### src/rtl/rr_arbiter16_pkg.sv
// Shared definitions for the 16-requester round-robin arbiter.
package rr_arbiter16_pkg;

    localparam int unsigned NREQ  = 16;
    localparam int unsigned IDX_W = 4;

    typedef enum logic {
        IDLE  = 1'b0,
        GRANT = 1'b1
    } state_t;

endpackage

### src/rtl/decoder4x16.sv
// Existing 4-to-16 one-hot decoder. Input bit i[0] is the most significant bit
// of the decoded value.
module decoder4x16 (
    input  logic [3:0]  i,
    output logic [15:0] o
);

    logic [3:0] sel;

    always_comb begin
        sel = {i[0], i[1], i[2], i[3]};
        o   = 16'h0001 << sel;
    end

endmodule

### src/rtl/rr_arbiter16_pick16.sv
// Round-robin winner selection: rotate req so ptr sits at bit 0, pick the
// lowest set bit, then rotate the index back.
import rr_arbiter16_pkg::*;

module rr_pick16 (
    input  logic [NREQ-1:0]  req,
    input  logic [IDX_W-1:0] ptr,
    output logic [IDX_W-1:0] winner,
    output logic             any_req
);

    logic [2*NREQ-1:0] dbl;
    logic [NREQ-1:0]   rot;
    logic [IDX_W-1:0]  off;

    always_comb begin
        dbl = {req, req} >> ptr;
        rot = dbl[NREQ-1:0];
        off = '0;
        // Scan downward so the lowest set bit is the one that sticks.
        for (int unsigned k = NREQ; k > 0; k--) begin
            if (rot[k-1]) begin
                off = IDX_W'(k - 1);
            end
        end
        winner  = ptr + off;
        any_req = |req;
    end

endmodule

### src/rtl/rr_arbiter16.sv
// 16-requester round-robin arbiter with bounded grant hold and a one-cycle
// turnaround gap between consecutive owners.
import rr_arbiter16_pkg::*;

module rr_arbiter16 #(
    parameter int unsigned HOLD_MAX = 8,
    parameter int unsigned CNT_W    = 8
) (
    input  logic                 clk,
    input  logic                 rst,
    input  logic [NREQ-1:0]      req,
    output logic [NREQ-1:0]      gnt,
    output logic [IDX_W-1:0]     gnt_idx,
    output logic                 gnt_valid,
    output logic                 timeout
);

    // Counter ceiling; with the timeout disabled the counter simply parks at zero.
    localparam logic [CNT_W-1:0] CNT_LAST = (HOLD_MAX == 0) ? '0 : CNT_W'(HOLD_MAX - 1);
    localparam bit               TMO_EN   = (HOLD_MAX != 0);

    state_t            state;
    logic [IDX_W-1:0]  ptr;
    logic [CNT_W-1:0]  cnt;

    logic [IDX_W-1:0]  winner;
    logic              any_req;
    logic [NREQ-1:0]   dec_out;
    logic [NREQ-1:0]   others;
    logic              owner_req;
    logic              competitor;

    rr_pick16 u_pick (
        .req     (req),
        .ptr     (ptr),
        .winner  (winner),
        .any_req (any_req)
    );

    // The decoder reads i[0] as its MSB, so the index goes in bit-reversed.
    decoder4x16 u_dec (
        .i ({gnt_idx[0], gnt_idx[1], gnt_idx[2], gnt_idx[3]}),
        .o (dec_out)
    );

    always_comb begin
        gnt             = dec_out & {NREQ{gnt_valid}};
        owner_req       = req[gnt_idx];
        others          = req;
        others[gnt_idx] = 1'b0;
        competitor      = |others;
    end

    always_ff @(posedge clk) begin
        if (rst) begin
            state     <= IDLE;
            gnt_idx   <= '0;
            gnt_valid <= 1'b0;
            timeout   <= 1'b0;
            ptr       <= '0;
            cnt       <= '0;
        end else begin
            timeout <= 1'b0;
            case (state)
                IDLE: begin
                    if (any_req) begin
                        gnt_idx   <= winner;
                        gnt_valid <= 1'b1;
                        cnt       <= '0;
                        state     <= GRANT;
                    end
                end
                GRANT: begin
                    if (!owner_req) begin
                        gnt_valid <= 1'b0;
                        ptr       <= gnt_idx + 1'b1;
                        state     <= IDLE;
                    end else if (TMO_EN && (cnt == CNT_LAST) && competitor) begin
                        gnt_valid <= 1'b0;
                        timeout   <= 1'b1;
                        ptr       <= gnt_idx + 1'b1;
                        state     <= IDLE;
                    end else if (cnt != CNT_LAST) begin
                        cnt <= cnt + 1'b1;
                    end
                end
                default: begin
                    state <= IDLE;
                end
            endcase
        end
    end

endmodule

### config.mk
export PLATFORM = sky130hd
export DESIGN_NAME = rr_arbiter16
export DESIGN_NICKNAME = d
export VERILOG_FILES = /design/src/rtl/rr_arbiter16_pkg.sv /design/src/rtl/decoder4x16.sv /design/src/rtl/rr_arbiter16_pick16.sv /design/src/rtl/rr_arbiter16.sv
export SDC_FILE = /design/constraint.sdc
export NUM_CORES = 1
export LEC_CHECK = 0
export ABC_AREA = 1
export BUFFER_PORTS_ARGS = -buffer_cell sky130_fd_sc_hd__buf_2
export CORE_UTILIZATION = 55
export CTS_BUF_LIST = sky130_fd_sc_hd__clkbuf_4
export CTS_CLUSTER_DIAMETER = 60
export DETAILED_ROUTE_END_ITERATION = 8
export GPL_ROUTABILITY_DRIVEN = 0
export PLACE_DENSITY_LB_ADDON = 0.08
export SKIP_CTS_REPAIR_TIMING = 1
export SLEW_MARGIN = 40
export SYNTH_ARGS = -nofsm -noshare
export SYNTH_HDL_FRONTEND = slang
export SYNTH_SLANG_ARGS = --single-unit
### constraint.sdc
create_clock -name clk -period 3.6 [get_ports clk]
set_input_delay 0.72 -clock clk [delete_from_list [all_inputs] [get_ports clk]]
set_output_delay 0.72 -clock clk [all_outputs]
set_load 0.05 [all_outputs]
* Word-level counts from Yosys, hierarchy flattened *
Index checks and enable logic that the tools add are counted.

word-level totals
  register bits after elaboration = 19
  latch bits = 0
  memory bits (writable) = 0
  bits in read-only memories = 0
  output and inout bits = 22
  memories = 0

operators by class
  add/sub/neg operators = 3
  $mul = 0
  divide/modulo/power cells = 0
  $lt $le $gt $ge = 2
  equal/unequal tests = 8
  shift-type cells = 2
  mux-type cells = 36
  bitwise logic cells = 5
  reduce and logical (&&, ||, !) cells = 9

operators with widths
  operator              number
  $mux 4                18
  $and 16x16->16        2
  $mux 8                4
  $reduce_or 16->1      2
  $shr 32x4->16         1
  $not 16->16           1
  $pmux 8 s2            1
  $shl 1x4->16 const A  1
  $mux 1                9
  $add 8x1->8 const B   1
  $eq 8x3->1 const B    1
  $ne 8x3->1 const B    1
  $ne 2x1->1 const B    3
  $reduce_and 2->1      3
  $lt 4x5->1 const B    1
  $add 4x1->4 const B   1
  $add 4x4->4           1
  $bmux 1 s4            1
  $demux 1 s4           1
  $ge 4x1->1 const B    1
  $ne 2x2->1 const B    2
  $pmux 1 s2            2
  $reduce_and 4->1      1
  $ne 3x2->1 const B    1
  other kinds (3)       5

* Longest topological paths before layout *
Gate-level depths: netlist of the first run.

  word-level depth = 18
  depth in mapped cells = 32
  mapped depth without buffers = 31

* Modules after synthesis *
From an unflattened synthesis of the first run, not the netlist that was laid out.

unflattened totals
  cell total of the unflattened synthesis = 534
  area, all modules = 2971.6 um2

modules (own cells, without submodules)
  module        instances  cells each  area an instance (um2)
  rr_arbiter16  1          280         1597.8
  rr_pick16     1          224         1247.4
  decoder4x16   1          30          126.4

* Worst setup path before layout of the first run *
OpenSTA, ideal clock, no wires.

  path type = flip-flop to output port
  start = reg gnt_valid
  end = out gnt[12]
  data arrival time = 2.278 ns
  slack = 0.602 ns
  cell stages (with the launch flop) = 4
  buffers on the path = 1
  cells stage by stage = dfxtp_1 > clkinv_1 > clkbuf_1 > nor3_1

on the way
  word-level cells in the longest chain between the ends = 1

RTL lines
  what                      line                text
  start: declaration        rr_arbiter16.sv:14  output logic gnt_valid,
  start signal: assignment  rr_arbiter16.sv:58  gnt_valid <= 1'b0;
  start signal: assignment  rr_arbiter16.sv:68  gnt_valid <= 1'b1;
  start signal: assignment  rr_arbiter16.sv:75  gnt_valid <= 1'b0;
  $and 16x16->16            rr_arbiter16.sv:47  gnt = dec_out & {NREQ{gnt_valid}};
  end: declaration          rr_arbiter16.sv:12  output logic [NREQ-1:0] gnt,

Every way passes these cells.

* Worst setup path after layout of the first run *
  start = reg ptr[0]
  end = reg gnt_idx[2]

on the way
  word-level cells in the longest chain between the ends = 18

RTL lines
  what                      line                       text
  start: declaration        rr_arbiter16.sv:23         logic [IDX_W-1:0] ptr;
  start signal: assignment  rr_arbiter16.sv:76         ptr <= gnt_idx + 1'b1;
  start signal: assignment  rr_arbiter16.sv:81         ptr <= gnt_idx + 1'b1;
  $shr 32x4->16             rr_arbiter16_pick16.sv:17  dbl = {req, req} >> ptr;
  $mux 4 (16 in a row)      rr_arbiter16_pick16.sv:22  if (rot[k-1]) begin
  $add 4x4->4 (*)           rr_arbiter16_pick16.sv:26  winner = ptr + off;
  end signal: assignment    rr_arbiter16.sv:67         gnt_idx <= winner;
  end: declaration          rr_arbiter16.sv:13         output logic [IDX_W-1:0] gnt_idx,

Mark *: on every way between the ends. The rest lies on a longest branch, timed or not.
A chain may end at the register's enable or synchronous reset.

==> results of run 1 <==
==> area by class of cell <==
| cell class | instances | share of cell area [%] |
|---|---|---|
| clock buffer | 4 | 1.13 |
| multi-input combinational | 331 | 67.3 |
| sequential | 19 | 14.3 |
| inverter | 41 | 6.08 |
| timing repair buffer | 44 | 8.77 |
| tap | 50 | 2.36 |
==> layer usage <==
layer	wire [um]	share of wire, %	GRT usage (%)	vias to the layer above
li1	-	-	-	1451
met1	3170	46	41.2	1282
met2	3150	46	51.6	126
met3	511	7.4	3.78	11
met4	82	1.2	6.38	0
met5	0	0	0	-
==> cells in the final DEF, fill, tap and decap left out <==
master / count
nor3b_2: 1
o41ai_2: 1
clkbuf_4: 4
a21boi_0: 1
nand2_1: 98
nor3_1: 15
ha_1: 10
nor3b_1: 3
nand3_1: 59
o21ai_4: 1
a211oi_1: 1
nor3_2: 1
o21bai_1: 1
o22ai_1: 4
o21ai_1: 7
xor2_1: 3
nor4_1: 4
o21ai_2: 3
nor2_1: 23
inv_1: 33
and2_1: 1
fa_1: 1
dfxtp_1: 19
a31oi_1: 2
clkinv_1: 2
o21ai_0: 40
inv_6: 1
nand4_1: 9
inv_4: 1
inv_2: 4
nand2_2: 10
a21oi_2: 2
a21oi_1: 14
buf_4: 5
nand3_2: 13
nor2_2: 2
buf_2: 39
nor4_2: 1
==> worst min-delay path by stage <==
stage,startpoint,endpoint,slack (ns),cells after the start
3_5_place_dp,cnt[1],cnt[1],0.49,2
6_report,cnt[1],cnt[1],0.50,2
2_1_floorplan,cnt[1],cnt[1],0.45,2
3_3_place_gp,cnt[1],cnt[1],0.47,2
4_1_cts,cnt[1],cnt[1],0.50,2
5_1_grt,cnt[1],cnt[1],0.53,2
==> power by group <==
| part | switching [mW] | total, mW | internal [mW] | leakage [nW] |
|---|---|---|---|---|
| Combinational | 1.30 | 1.88 | 0.579 | 1.09 |
| Clock | 0.0591 | 0.110 | 0.0505 | 0.0184 |
| Sequential | 0.0829 | 0.343 | 0.260 | 0.156 |
| Total | 1.44 | 2.33 | 0.890 | 1.26 |
==> state kept, by name, summed over array words and instances, names as in the netlist <==
signal     flops
state          1
timeout        1
gnt_valid      1
cnt            8
ptr            4
gnt_idx        4
==> worst reg2reg max path, stage by stage, from the launching register on <==
cell	delay, ns
dfxtp_1	0.55
buf_4	0.24
nand2_1	0.08
nand3_1	0.08
nand2_1	0.05
inv_1	0.06
nand2_1	0.06
nand2_1	0.07
inv_1	0.05
nand2_1	0.06
o21ai_2	0.10
nand2_1	0.10
nand2_1	0.05
nand2_1	0.05
nand2_1	0.05
nand2_1	0.07
nand2_1	0.05
nand2_1	0.06
nand2_1	0.05
nand2_1	0.06
nand2_1	0.04
nand2_1	0.06
a21oi_2	0.05
ha_1	0.20
fa_1	0.38
xor2_1	0.16
o21ai_0	0.16
a21oi_1	0.06
==> stage by stage <==
step	hold WS [ns]	instance area [sq um]	power, mW	setup WS [ns]
6_report	0.496	2660	2.33	0.422
5_1_grt	0.533	2660	2.58	0.0859
4_1_cts	0.499	2660	2.29	0.464
3_5_place_dp	0.485	2630	2.18	0.315
3_3_place_gp	0.474	2630	2.14	0.379
2_1_floorplan	0.455	2450	1.85	0.602
==> cells by family after synthesis <==
logic type               after synthesis
AND/OR/NAND/NOR                      240
XOR/XNOR                               3
flip-flops                            19
buffers and inverters                 57
AO/OA/AOI/OAI                         77
adder cells (fa/ha/maj)               11
==> results_dict.tcl, run 1 <==
set metrics [dict create \
    drv_cap 0 \
    synth-compound-area-share_pct 18.0 \
    drt_pass1_iterations 5 \
    yosysSeqAreaShare_pct 15.5 \
    setup_tns_ns 0 \
    first_iter_violations 359 \
    clock_latency_ns 0.28 \
    cp_num_cells 27 \
    grt_pass1_vias 2416 \
    synth_edf_count 0 \
    arrival_ns 3.35 \
    synth_area_sq_um 2450 \
    power_density_nw_per_um2 877 \
    layout.nets 469 \
    hpwl_um 5350 \
    h-tree-depth 1 \
    yosysWarningCount 0 \
    synth_most_common_cell "nand2_1" \
    die_height_um 68.8 \
    ant_nets 0 \
    hold_path.class "reg -> reg" \
    r2r_end "gnt_idx[2]" \
    min_period_ns 3.18 \
    synthTopCellsByCount "nand2_1 (98), nand3_1 (59), o21ai_0 (40), inv_1 (33), nor2_1 (23)" \
    cts-root-buf "clkbuf_4" \
    area_growth_pct 8.16 \
    synth.area.top_cells "dfxtp_1 (15%), nand2_1 (15%), nand3_1 (12%)" \
    cp_max_fo 9 \
    grt_setup_unrepaired "no" \
    worst_pin_slew_ns 0.623 \
    crit_start "ptr[0]" \
    clock_skew_ns 0.00153 \
    grt_pass1_wl_um 10900 \
    synth_cell_types 40 \
    cp_common_cell "nand2_1" \
    routedWlPerCell_um 14.1 \
    syn_area_per_cell_sq_um 6.03 \
    gr-total-overflow 0 \
    p_leak_nw 1.26 \
    cp-end-kind "register" \
    synth_top_family_by_area "simple AND/OR/NAND/NOR gates" \
    synth_nets 436 \
    die-width_um 68.8 \
    fin_crit_sh_pct 88.3 \
    synth-async-reset-ratio_pct 0 \
    critical-path-max-stage-delay_ns 0.55 \
    cts.sinks 19 \
    critPathLaunchType "register" \
    worst-path-buf-inv 3 \
    routed_wl_um 6920 \
    vias_per_cell 5.87 \
    criticalPathCategory "reg -> reg" \
    die_area_sq_um 4730 \
    clkTransAtPathRegs_ns 0.10 \
    synth-seq-cells 19 \
    fill_cells 391 \
    drc 0 \
    relSlewSlack_pct 58.1 \
    drv_slew 0 \
    crit_family "simple AND/OR/NAND/NOR gates" \
    synthMuxAreaShare_pct 0 \
    cts_tree "built" \
    route.vias.total 2870 \
    crit_slowest_cell "dfxtp_1" \
    rr_worst_depth 27 \
    grt_usage_pct 30.5 \
    timing.rr.start "ptr[0]" \
    outcome "finished, final reports clean" \
    max-vdd-ir-drop_uv 441 \
    synth_xor_area_share_pct 1.07 \
    synth.top_cell.area_share_pct 15.5 \
    cp.required_ns 3.77 \
    max_freq_ghz 0.315 \
    synthCells 407 \
    yosys.area.top_type "dfxtp_1" \
    initial_core_util_pct 59.2 \
    synthSimpleGateAreaFrac_pct 47.9 \
    hold_violations 0 \
    diodes 0 \
    reg2reg_slack_ns 0.42 \
    design.core.area_sq_um 4140 \
    clock_path_buffers 2 \
    synthAdderAreaFrac_pct 5.91 \
    fp-row-count 23 \
    io_pins 40 \
    multi_input_comb_area_sq_um 1790 \
    place.port_buffers 39 \
    endpoint "gnt_idx[2]" \
    grt_start_max_net_pins 22 \
    layout-drive-gt1-share_pct 20.3 \
    ys.flop_type "dfxtp_1" \
    setup_viol 0 \
    final_util_pct 64.1 \
    regArea_sq_um 380 \
    cts_buffers 3 \
    stdcell_count 489 \
    antenna_found_initial 0 \
    placedCellCount 485 \
]
(Power assumes the default switching activity.)
==> run 2, diff against run 1 <==
==> constraint.sdc (replaced) <==
create_clock -name clk -period 3.6 [get_ports clk]
set_input_delay 0.36 -clock clk [delete_from_list [all_inputs] [get_ports clk]]
set_output_delay 0.36 -clock clk [all_outputs]
set_load 0.05 [all_outputs]
==> run 2 against run 1 <==
Against the previous run:
- clock-buffer cell count did not move
- sequential power barely moved
- final area fell by 0.28%
- fmax barely moved
- clock power rose by 9%
- global-route usage fell by 1.4 points
- worst setup slack improved by 0.0028 ns
- critical path depth fell by 2
- register-to-register slack barely moved
- sequential share of layout area barely moved
- non-clock buffer count fell by 1
- critical path type unchanged
==> results_dict.tcl, run 2 (same netlist as run 1, synthesis figures left out) <==
set metrics [dict create \
    outcome "finished, final reports clean" \
    arrival_ns 3.37 \
    clkTransAtPathRegs_ns 0.11 \
    cts-root-buf "clkbuf_4" \
    top_register "cnt" \
    area_growth_pct 7.85 \
    grt_usage_pct 29.1 \
    r2r_end "gnt_idx[2]" \
    fill_cells 396 \
    grt_start_max_net_pins 22 \
    criticalPathCategory "reg -> reg" \
    max-vdd-ir-drop_uv 443 \
    routedWlPerCell_um 13.7 \
    route.vias.total 2860 \
    drv_slew 0 \
    gr-total-overflow 0 \
    final_cell_mix "nand2_1 (98), nand3_1 (59), o21ai_0 (40), buf_2 (39), inv_1 (33)" \
    cts.sinks 19 \
    initial_core_util_pct 59.2 \
    largest_reg_flops 8 \
    setup_viol 0 \
    reg_top3 "cnt (8), gnt_idx (4), ptr (4)" \
    vias_per_cell 5.86 \
    fin_crit_sh_pct 88.2 \
    rr_worst_depth 25 \
    reg2reg_slack_ns 0.42 \
    clock_path_buffers 2 \
    max_freq_ghz 0.315 \
    min_from "rst" \
    drc 0 \
    first_iter_violations 352 \
    drt_pass1_iterations 5 \
    relSlewSlack_pct 59.2 \
    fin_hold_ws_ns 0.277 \
    cp-end-kind "register" \
    cp_max_fo 12 \
    min_period_ns 3.18 \
    power_density_nw_per_um2 868 \
    worst_pin_slew_ns 0.612 \
    grt_setup_unrepaired "no" \
    hpwl_um 5270 \
    timing.rr.start "ptr[0]" \
    multi_input_comb_area_sq_um 1790 \
    place.port_buffers 39 \
    layout-drive-gt1-share_pct 20.1 \
    setup_tns_ns 0 \
    final_common_cell "nand2_1" \
    die_height_um 68.8 \
    cts_tree "built" \
    h-tree-depth 1 \
    worstHoldEndpoint "cnt[0]" \
    io_pins 40 \
    whs_path_depth 2 \
    die-width_um 68.8 \
    layout.nets 468 \
    grt_pass1_vias 2308 \
    cts_buffers 3 \
    clock_latency_ns 0.31 \
    die_area_sq_um 4730 \
    critPathLaunchType "register" \
    fin_ws_ns 0.425 \
    hold_violations 0 \
    routed_wl_um 6660 \
    dp_slack_ns 0.476 \
    regArea_sq_um 380 \
    ant_nets 0 \
    fp-row-count 23 \
    antenna_found_initial 0 \
    hold_path.class "in -> reg" \
    drv_cap 0 \
    cp.required_ns 3.79 \
    design.core.area_sq_um 4140 \
    clock_skew_ns 0.00658 \
    p_leak_nw 1.26 \
    grt_pass1_wl_um 10400 \
    diodes 0 \
]
## run 2: routing by layer
layer / part of all wire, % / routed length [um] / global-route usage, % / up-vias
li1: - / - / - / 1460
met5: 0 / 0 / 0 / -
met3: 6.6 / 440 / 2.47 / 13
met4: 1.5 / 103 / 6.89 / 0
met2: 45 / 3000 / 48.5 / 126
met1: 47 / 3120 / 40.4 / 1261
## run 2: worst max-delay path, stage by stage (launching register included)
cell and delay [ns]:
dfxtp_1 0.54, buf_4 0.25, nand2_1 0.09, nand3_1 0.13
nand3_1 0.11, nand3_1 0.13, nand2_1 0.06, nand2_1 0.06
nand2_1 0.04, nand2_1 0.06, nand2_1 0.05, nand2_1 0.06
nand2_1 0.05, nand2_1 0.06, nand2_1 0.04, nand2_1 0.06
nand2_1 0.05, nand2_1 0.06, nand2_1 0.05, nand2_1 0.07
a21oi_2 0.05, ha_1 0.20, fa_1 0.38, xor2_1 0.16
o21ai_0 0.16, a21oi_1 0.06
## run 2: layout make-up
| type | instances | share of cell area (%) |
|---|---|---|
| Tap cell | 50 | 2.36 |
| Timing Repair Buffer | 43 | 8.51 |
| Clock buffer | 4 | 1.13 |
| Inverter | 41 | 6.10 |
| Multi-Input combinational cell | 331 | 67.5 |
| Sequential cell | 19 | 14.4 |
## run 2: worst max-delay path by stage
stage / from / depth (start not counted) / end
finish: ptr[0] / 25 / gnt_idx[2]
global placement: ptr[0] / 25 / gnt_idx[2]
floorplan: ptr[1] / 23 / gnt_idx[2]
detailed placement: ptr[0] / 25 / gnt_idx[2]
global route: ptr[0] / 30 / gnt_idx[3]
CTS: ptr[0] / 25 / gnt_idx[2]
## run 2: metrics by stage
step | total power, mW | std cells | utilization (%) | area (sq um)
finish | 2.30 | 488 | 63.9 | 2650
global placement | 2.13 | 484 | 63.2 | 2620
detailed placement | 2.15 | 484 | 63.2 | 2620
CTS | 2.28 | 488 | 63.9 | 2650
floorplan | 1.85 | 407 | - | 2450
global route | 2.56 | 488 | 63.9 | 2650
## run 2: power by group
group	switching, mW	internal (mW)	total, mW	leakage (nW)
clock network	0.0687	0.0509	0.120	0.0184
registers	0.0836	0.260	0.344	0.156
logic	1.26	0.575	1.83	1.08
total	1.41	0.886	2.30	1.26
==> run 3, diff against run 2 <==
--- a/config.mk
+++ b/config.mk
@@ -9,10 +9,10 @@
 export BUFFER_PORTS_ARGS = -buffer_cell sky130_fd_sc_hd__buf_2
 export CORE_UTILIZATION = 55
 export CTS_BUF_LIST = sky130_fd_sc_hd__clkbuf_4
-export CTS_CLUSTER_DIAMETER = 60
+export CTS_CLUSTER_DIAMETER = 200
 export DETAILED_ROUTE_END_ITERATION = 8
 export GPL_ROUTABILITY_DRIVEN = 0
-export PLACE_DENSITY_LB_ADDON = 0.08
+export PLACE_DENSITY_LB_ADDON = 0.15
 export SKIP_CTS_REPAIR_TIMING = 1
 export SLEW_MARGIN = 40
 export SYNTH_ARGS = -nofsm -noshare
==> run 3 against run 2 <==
Against the previous run:
- die area stayed put
- clock skew is 0.0031 ns lower
- global-route usage is 0.51 points lower
- core utilization is 0.15 points lower
- worst setup slack worse by 0.021 ns
- sequential power is 5.8% higher
- cell count is 0.20% lower
- combinational power hardly changed
- non-clock buffer count is 1 lower
- routed wire length is 1.8% lower
- highest routed layer unchanged
==> results_dict.tcl, run 3 (same netlist as run 1, synthesis figures left out) <==
set metrics [dict create \
    outcome "finished, final reports clean" \
    cts_tree "built" \
    die_height_um 68.8 \
    p_leak_nw 1.25 \
    setup_viol 0 \
    relSlewSlack_pct 58.2 \
    fin_crit_sh_pct 88.8 \
    cts_buffers 3 \
    timing.rr.start "ptr[0]" \
    layout.nets 467 \
    reg_top3 "cnt (8), gnt_idx (4), ptr (4)" \
    placed_cell_area_sq_um 2610 \
    clock_path_buffers 2 \
    max-vdd-ir-drop_uv 496 \
    place.port_buffers 39 \
    initial_core_util_pct 59.2 \
    cts-root-buf "clkbuf_4" \
    antenna_found_initial 0 \
    cts.sinks 19 \
    hold_path.class "in -> reg" \
    cp_max_fo 14 \
    route.vias.total 2862 \
    die-width_um 68.8 \
    reg2reg_slack_ns 0.40 \
    die_area_sq_um 4730 \
    hpwl_um 5090 \
    grt_pass1_vias 2295 \
    worst_pin_slew_ns 0.626 \
    routedWlPerCell_um 13.4 \
    endpoint "gnt_idx[2]" \
    max_freq_ghz 0.313 \
    finalInstanceArea_sq_um 2640 \
    criticalPathCategory "reg -> reg" \
    min_period_ns 3.20 \
    ant_nets 0 \
    fin_hold_ws_ns 0.286 \
    clock_skew_ns 0.00347 \
    routed_wl_um 6540 \
    drv_cap 0 \
    clock_latency_ns 0.30 \
    drv_slew 0 \
    h-tree-depth 1 \
    design.core.area_sq_um 4140 \
    first_iter_violations 540 \
    r2r_end "gnt_idx[2]" \
    gr-total-overflow 0 \
    cp-end-kind "register" \
    io_pins 40 \
    area_growth_pct 7.59 \
    rr_worst_depth 27 \
    clkTransAtPathRegs_ns 0.10 \
    grt_usage_pct 28.6 \
    cp.required_ns 3.79 \
    grt_setup_unrepaired "no" \
    grt_pass1_wl_um 10300 \
    final_common_cell "nand2_1" \
    vias_per_cell 5.88 \
    layout-drive-gt1-share_pct 20.1 \
    critPathLaunchType "register" \
    grt_start_max_net_pins 22 \
    drt_pass1_iterations 6 \
    setup_tns_ns 0 \
    hold_violations 0 \
    diodes 0 \
    dp_slack_ns 0.411 \
    fp-row-count 23 \
    final_cell_mix "nand2_1 (98), nand3_1 (59), o21ai_0 (40), buf_2 (39), inv_1 (33)" \
    largest_reg_flops 8 \
    drc 0 \
    fill_cells 408 \
    arrival_ns 3.39 \
    fin_ws_ns 0.404 \
    crit_start "ptr[0]" \
    power_density_nw_per_um2 862 \
    top_register "cnt" \
]
[run 3: worst max-delay path: stages, from the launching register on]
cell and delay [ns]:
dfxtp_1 0.51, buf_4 0.25, nand2_1 0.08, nand3_1 0.09
nand2_1 0.06, inv_1 0.08, nand2_1 0.06, nand2_1 0.06
inv_1 0.05, nand2_1 0.06, o21ai_2 0.10, nand2_1 0.10
nand2_1 0.05, nand2_1 0.05, nand2_1 0.05, nand2_1 0.06
nand2_1 0.04, nand2_1 0.06, nand2_1 0.04, nand2_1 0.06
nand2_1 0.04, nand2_1 0.06, a21oi_2 0.06, ha_1 0.20
fa_1 0.38, xor2_1 0.16, o21ai_0 0.21, a21oi_1 0.06
[run 3: area by class of cell]
class / instances / area [sq um] / share of cell area, %
flip-flops and latches: 19 / 382 / 14.4
inverters: 41 / 161 / 6.11
clock buffers: 4 / 30.0 / 1.14
well taps: 50 / 62.6 / 2.37
multi-input cells: 331 / 1790 / 67.7
repair buffers: 42 / 218 / 8.24
[run 3: worst min-delay path by stage]
stage / endpoint / start / slack (ns) / cells after the start
after floorplan: cnt[1] / rst / 0.43 / 1
after global placement: cnt[1] / cnt[1] / 0.47 / 2
after detailed placement: cnt[1] / cnt[1] / 0.50 / 2
after CTS: cnt[0] / rst / 0.28 / 2
after global routing: cnt[0] / rst / 0.30 / 2
final: cnt[0] / rst / 0.29 / 2
[run 3: power breakdown]
part | internal, mW | switching, mW | leakage, nW | total (mW)
registers | 0.261 | 0.103 | 0.156 | 0.364
clock network | 0.0508 | 0.0655 | 0.0184 | 0.116
logic | 0.565 | 1.23 | 1.08 | 1.80
[run 3: layer usage]
layer  vias to the layer above  global-route usage [%]  share of wire (%)
li1                       1451                       -                  -
met1                      1270                    38.8                 44
met2                       132                    47.3                 46
met3                         9                    5.26                9.2
met4                         0                    5.36               0.79
met5                         -                       0                  0
[run 3: metrics by stage]
stage               cells  power, mW  utilization [%]
floorplan             407       1.85                -
global placement      483       2.11             63.0
detailed placement    483       2.13             63.0
CTS                   487       2.25             63.7
global route          487       2.53             63.7
finish                487       2.28             63.7
